File: src/rtl/vga_timing_pkg.sv
// Shared 640x480@60 raster constants and phase decode for the VGA timing path.
// The clock divider top level and the pixel source import this too, so they agree on geometry.
package vga_timing_pkg;

  localparam int unsigned H_ACTIVE_DEF = 640;
  localparam int unsigned H_FP_DEF     = 16;
  localparam int unsigned H_SYNC_DEF   = 96;
  localparam int unsigned H_BP_DEF     = 48;
  localparam int unsigned V_ACTIVE_DEF = 480;
  localparam int unsigned V_FP_DEF     = 10;
  localparam int unsigned V_SYNC_DEF   = 2;
  localparam int unsigned V_BP_DEF     = 33;

  localparam int unsigned H_TOTAL_DEF = H_ACTIVE_DEF + H_FP_DEF + H_SYNC_DEF + H_BP_DEF;
  localparam int unsigned V_TOTAL_DEF = V_ACTIVE_DEF + V_FP_DEF + V_SYNC_DEF + V_BP_DEF;

  typedef enum logic [1:0] {
    PH_ACTIVE = 2'd0,
    PH_FRONT  = 2'd1,
    PH_SYNC   = 2'd2,
    PH_BACK   = 2'd3
  } phase_e;

  // Each phase is a half-open range on the axis position, in order ACTIVE, FRONT, SYNC, BACK.
  function automatic phase_e phase_of(input int unsigned pos, input int unsigned active,
                                      input int unsigned fp, input int unsigned sync);
    phase_e ph;
    if (pos < active)                   ph = PH_ACTIVE;
    else if (pos < active + fp)         ph = PH_FRONT;
    else if (pos < active + fp + sync)  ph = PH_SYNC;
    else                                ph = PH_BACK;
    return ph;
  endfunction

endpackage

File: src/rtl/vga_axis_counter.sv
// One raster axis: wrapping position counter plus registered sync/active/zero flags.
// Flags are decoded from the next position so they line up with the registered count.
module vga_axis_counter
  import vga_timing_pkg::*;
#(
  parameter int unsigned ACTIVE = 640,
  parameter int unsigned FP     = 16,
  parameter int unsigned SYNC   = 96,
  parameter int unsigned BP     = 48,
  parameter int unsigned W      = 10
) (
  input  logic         clk,
  input  logic         rst,
  input  logic         i_en,
  output logic [W-1:0] o_count,
  output logic         o_sync,
  output logic         o_active,
  output logic         o_zero,
  output logic         o_wrap
);

  localparam int unsigned  TOTAL = ACTIVE + FP + SYNC + BP;
  localparam logic [W-1:0] MAX   = W'(TOTAL - 1);

  logic [W-1:0] r_count;
  logic         r_sync;
  logic         r_active;
  logic         r_zero;
  logic [W-1:0] w_next;
  phase_e       w_phase;

  always_comb begin
    w_next = r_count;
    if (i_en) begin
      w_next = (r_count == MAX) ? '0 : r_count + 1'b1;
    end
    w_phase = phase_of(32'(w_next), ACTIVE, FP, SYNC);
  end

  assign o_wrap = i_en && (r_count == MAX);

  // Reset parks the axis on its last position so the first enabled edge lands on zero.
  always_ff @(posedge clk or posedge rst) begin
    if (rst) begin
      r_count  <= MAX;
      r_sync   <= 1'b0;
      r_active <= 1'b0;
      r_zero   <= 1'b0;
    end else begin
      r_count  <= w_next;
      r_sync   <= (w_phase == PH_SYNC);
      r_active <= (w_phase == PH_ACTIVE);
      r_zero   <= (w_next == '0);
    end
  end

  assign o_count  = r_count;
  assign o_sync   = r_sync;
  assign o_active = r_active;
  assign o_zero   = r_zero;

endmodule

File: src/rtl/vga_sync_gen.sv
// VGA raster timing generator: horizontal and vertical axis counters chained on the line wrap.
// Combines the registered axis flags into sync, video_on and the line/frame markers.
module vga_sync_gen
  import vga_timing_pkg::*;
#(
  parameter int unsigned H_ACTIVE = H_ACTIVE_DEF,
  parameter int unsigned H_FP     = H_FP_DEF,
  parameter int unsigned H_SYNC   = H_SYNC_DEF,
  parameter int unsigned H_BP     = H_BP_DEF,
  parameter int unsigned V_ACTIVE = V_ACTIVE_DEF,
  parameter int unsigned V_FP     = V_FP_DEF,
  parameter int unsigned V_SYNC   = V_SYNC_DEF,
  parameter int unsigned V_BP     = V_BP_DEF,
  parameter bit          SYNC_POL = 1'b0,
  parameter int unsigned X_W      = 10,
  parameter int unsigned Y_W      = 10
) (
  input  logic           clk,
  input  logic           rst,
  output logic           hsync,
  output logic           vsync,
  output logic           video_on,
  output logic [X_W-1:0] pixel_x,
  output logic [Y_W-1:0] pixel_y,
  output logic           line_start,
  output logic           frame_start
);

  logic w_h_sync, w_h_active, w_h_zero, w_h_wrap;
  logic w_v_sync, w_v_active, w_v_zero, w_v_wrap;

  vga_axis_counter #(
    .ACTIVE (H_ACTIVE),
    .FP     (H_FP),
    .SYNC   (H_SYNC),
    .BP     (H_BP),
    .W      (X_W)
  ) u_h_axis (
    .clk      (clk),
    .rst      (rst),
    .i_en     (1'b1),
    .o_count  (pixel_x),
    .o_sync   (w_h_sync),
    .o_active (w_h_active),
    .o_zero   (w_h_zero),
    .o_wrap   (w_h_wrap)
  );

  // The vertical axis only steps on the last pixel of a line, so its flags hold for whole lines.
  vga_axis_counter #(
    .ACTIVE (V_ACTIVE),
    .FP     (V_FP),
    .SYNC   (V_SYNC),
    .BP     (V_BP),
    .W      (Y_W)
  ) u_v_axis (
    .clk      (clk),
    .rst      (rst),
    .i_en     (w_h_wrap),
    .o_count  (pixel_y),
    .o_sync   (w_v_sync),
    .o_active (w_v_active),
    .o_zero   (w_v_zero),
    .o_wrap   (w_v_wrap)
  );

  assign hsync       = w_h_sync ? SYNC_POL : ~SYNC_POL;
  assign vsync       = w_v_sync ? SYNC_POL : ~SYNC_POL;
  assign video_on    = w_h_active & w_v_active;
  assign line_start  = w_h_zero;
  assign frame_start = w_h_zero & w_v_zero;

endmodule

File: config.mk
export PLATFORM = sky130hd
export DESIGN_NAME = vga_sync_gen
export DESIGN_NICKNAME = d
export VERILOG_FILES = /design/src/rtl/vga_timing_pkg.sv /design/src/rtl/vga_axis_counter.sv /design/src/rtl/vga_sync_gen.sv
export SDC_FILE = /design/constraint.sdc
export NUM_CORES = 1
export LEC_CHECK = 0
export ABC_AREA = 1
export BUFFER_PORTS_ARGS = -buffer_cell sky130_fd_sc_hd__buf_2
export CORE_AREA = 8 8 84 67
export DETAILED_ROUTE_END_ITERATION = 7
export DIE_AREA = 0 0 92 75
export SYNTH_ARGS = -nofsm -noshare
export SYNTH_HDL_FRONTEND = slang
export SYNTH_SLANG_ARGS = --single-unit
export TNS_END_PERCENT = 50
File: constraint.sdc
create_clock -name clk -period 4.34 [get_ports clk]
set_input_delay 0.217 -clock clk [delete_from_list [all_inputs] [get_ports clk]]
set_output_delay 0.217 -clock clk [all_outputs]
set_load 0.01 [all_outputs]
==> results <==
- The run finished with clean final reports.
- The floorplan has 21 rows.
- The reg-to-reg startpoint is u_h_axis.o_count[0].
- The final count of hold timing violations is 0.
- Timing would allow up to 475.6 MHz.
- Across all setup checks in the final design, the least slack found is between 2000 and 2500 ps.
- The final critical-path share of the clock period is around half.
- The clock reaches the later pin of the worst-skew pair after roughly 270 ps.
- The internal power of the cells totals about 0.37 mW.
- The number of nets still failing antenna checks after routing is 0.
- The post-CTS repair timing setup buffer count is 0.
- The slack of the worst reg-to-reg path is about 2200 ps.
- The floorplan step set the die width to between 90 and 100 µm.
- The largest vdd supply drop is approximately 120 µV.
- The violation count after the first detailed-route iteration is 90.
- The data arrival time of the critical path is 2310 ps.
- The iteration count of the initial detailed-routing pass is 4.
- Summed over all nets, the switching power comes to 0.08463 mW.
- At the worst endpoint, the required time is 4550 ps.
- The most common cell after layout, fill and taps aside is sky130_fd_sc_hd__nand2_1.
- The initial antenna violation count is 0.
- After synthesis, the cell types taking the most area are sky130_fd_sc_hd__dfrtp_1, sky130_fd_sc_hd__dfstp_2, sky130_fd_sc_hd__nand2_1, sky130_fd_sc_hd__inv_1, sky130_fd_sc_hd__nor2_1.
- Synthesis produced a netlist whose cell count is ~220.
- The number of antenna cells inserted is 0.
- After synthesis, the largest area contributor takes up between 20% and 30% of total cell area.
- The total via count after detailed routing is 1418.
- Power spread over the standard cell area amounts to about 250 nW/µm².
- Sequential cells were found to cover 42.03% of the synthesized design area.
- The number of clock buffers inserted by TritonCTS is 3.
- Once detailed placement completed, the half-perimeter wirelength came to approximately 2800 µm.
- The maximum clock insertion buffer count is 2.
- The filler cells instantiated in the layout total 463.
- Entering global routing, the biggest net connects 27 pins.
- The tool flagged a number of max-cap violations equal to 0.
- The final count of negative-setup-slack endpoints is 0.
- The critical path class is register to register.
- The critical path starts at u_h_axis.o_count[0].
- The die is between 70 and 80 µm tall.
- At the end of routability-driven placement, the weighted congestion stood at ~0.87.
- The number of input and output port buffers inserted is 26.
- Cells with a size suffix above 1 make up between 20% and 30% of the layout.
- Global routing used 11.33% of the available tracks.
- The number of warnings issued by yosys is 0.
- The leakage component of the power is ~1.1 nW.
- The worst reg2reg path endpoint is u_v_axis.o_zero.
- Power comes to ~0.45 mW.
- Of the total power, the share spent switching nets is 18.76%.
- The number of distinct library cells after synthesis is 21.
- Leaving out fill and tap cells, the most frequent cells in the layout are sky130_fd_sc_hd__nand2_1, sky130_fd_sc_hd__inv_1, sky130_fd_sc_hd__buf_2, sky130_fd_sc_hd__nor2_1, sky130_fd_sc_hd__nand3_1.
- The floorplan step defined a die boundary enclosing between 6000 and 7000 µm².
- The worst relative slew slack is approximately 34%.
- The clock period could shrink to approximately 2100 ps.
- The area added between synthesis and finish is 15.86%.
- In the final layout, the multi-input gates occupy ~730 µm².
- After floorplanning, the core was sized to cover about 4300 µm².
- The termination of the worst setup path is u_v_axis.o_zero.
- The cell area after synthesis is between 1500 and 2000 µm².
- The register bit total from synthesis is 26.
- Wires add up to 3624 µm.
- The per-instance average area after synthesis is slightly above 7 µm².
- Setup repair after global routing left no endpoint under its margin.
- The sort of element at the end of the critical path is a register.
- The final hold slack is ~160 ps.
- The sequential cells in the finished layout cover a total of about 660 µm².
- The library cell occupying the most area in the post-synthesis netlist is sky130_fd_sc_hd__dfrtp_1.
- The first global-routing pass estimated 6341 µm of wire.
- In this run, the clock network consumes 45.1% of the power.
- CTS saw 26 sinks.
- The number of pins with negative max-slew slack in the final report is 0.
- After clock tree synthesis, the repair step resized 0 gates.
- Per report_power, the sequential group accounts for 53.8% of the total.
- The number of nets at the end of the flow is around 250.
- The clock-pin slew on the worst setup and hold paths is about 100 ps.
- For this configuration, the core starts out at a cell density of a little over a third.
- The final setup skew is 7.846 ps.
- The via count of the first global-routing pass is roughly 1400.
- In this run the cell area measured after placement is around 1800 µm².
- The depth of the CTS H-tree is 1.
- The count of boundary I/O pins is 27.
- Using the TritonRoute via totals, the vias-per-cell ratio works out to around 4.7.
- The root buffer cell chosen for the clock tree is sky130_fd_sc_hd__clkbuf_8.
- For this run the aggregate overflow at the end of global routing stands at 0.
- The maximum fanout encountered on the critical timing path is 11.
- The clock tree from TritonCTS is built.
- The combinational group share of total power is ~1.1%.
- Prior to clock tree synthesis, the placed netlist has a worst setup slack of ~2300 ps.
- The worst setup path is launched from a register.
- The post-route DRC violation count is 0.
- With fillers left out, the area of the finished cells amounts to ~1800 µm².
- The total of hold buffers inserted after clock tree synthesis is 0.
- At the pin with the least slew margin, the transition time is 982.2 ps.
- The path category of the worst min-delay check is input port to asynchronous set/reset pin.
- Dividing the detail-routed wire length by the instance count gives 11.92 µm.
- The net count of the mapped netlist is 224.
- The number of cells traversed by the worst register-to-register path is 11.
- Setup total negative slack on the finished layout was measured at 0 ps.
## synth_stat cells, drive strengths merged
cell	count
nor3	2
inv	43
nand3	19
nor2	29
nand2	76
buf	2
xor2	2
ha	3
o21ai	8
a21o	1
dfstp	10
nand4	6
dfrtp	16
a21oi	2
## layer usage
layer	part of all wire, %	wire length, µm	GRT usage [%]
met4	0.19	7	2.135
met1	49	1788	14.40
met5	0	0	0
met2	46	1651	19.07
met3	4.9	176	3.088
## state kept, by name, summed over array words and instances (netlist names)
name and count:
u_v_axis.o_zero 1, u_h_axis.o_sync 1, u_h_axis.o_active 1, u_v_axis.o_sync 1, u_v_axis.o_active 1, u_v_axis.o_count 10, u_h_axis.o_count 10, u_h_axis.o_zero 1
## kinds of logic (layout without fill, tap and decap cells)
family / count (synthesis) / after routing / synth area share (%)
and+or+nand+nor: 132 / 132 / 38.62
buffers and inverters: 45 / 73 / 11.66
DFF: 26 / 26 / 42.03
AOI/OAI and AO/OA: 11 / 11 / 4.203
adders and majority gates: 3 / 3 / 2.379
xor gates and xnor gates: 2 / 2 / 1.110
## worst max-delay path, cell delays in order (launching register included)
cell and delay, ps:
sky130_fd_sc_hd__dfstp_2 560, sky130_fd_sc_hd__ha_1 170, sky130_fd_sc_hd__nand2_1 150, sky130_fd_sc_hd__nor2_8 160
sky130_fd_sc_hd__nand3_2 260, sky130_fd_sc_hd__nor2_1 260, sky130_fd_sc_hd__nand2_1 90, sky130_fd_sc_hd__nand2_2 90
sky130_fd_sc_hd__nand2_1 50, sky130_fd_sc_hd__nor2_1 90, sky130_fd_sc_hd__nand2_1 50, sky130_fd_sc_hd__nor2_1 80
## how the worst min path moves through the flow
stage,startpoint,to,slack (ps),cells after the start
2_1_floorplan,rst,u_h_axis.o_active,250,1
3_3_place_gp,rst,u_h_axis.o_sync,480,2
3_5_place_dp,rst,u_h_axis.o_sync,500,2
4_1_cts,rst,u_h_axis.o_sync,190,2
5_1_grt,rst,u_h_axis.o_sync,260,2
6_report,rst,u_h_axis.o_sync,160,2
## final cells by class
type,count,share of cell area (%)
clock inverter,1,1.643
inverter,43,8.830
tap,57,3.901
timing repair buffer,26,7.118
sequential,26,36.28
multi-input combinational,148,39.97
clock buffer,3,2.259
## power by group through the flow
stage          sequential, mW  clock [mW]  combinational [mW]
2_1_floorplan           0.247           0             0.00352
6_report                0.243       0.203             0.00498
3_5_place_dp            0.247           0             0.00543
5_1_grt                 0.243       0.218             0.00630
4_1_cts                 0.243       0.209             0.00544
3_3_place_gp            0.247           0             0.00531
## through the flow
stage	utilization, %	cells
2_1_floorplan	-	219
3_3_place_gp	40.77	300
3_5_place_dp	40.77	300
4_1_cts	42.42	304
5_1_grt	42.42	304
6_report	42.42	304
Power figures use the tool's default switching activity.
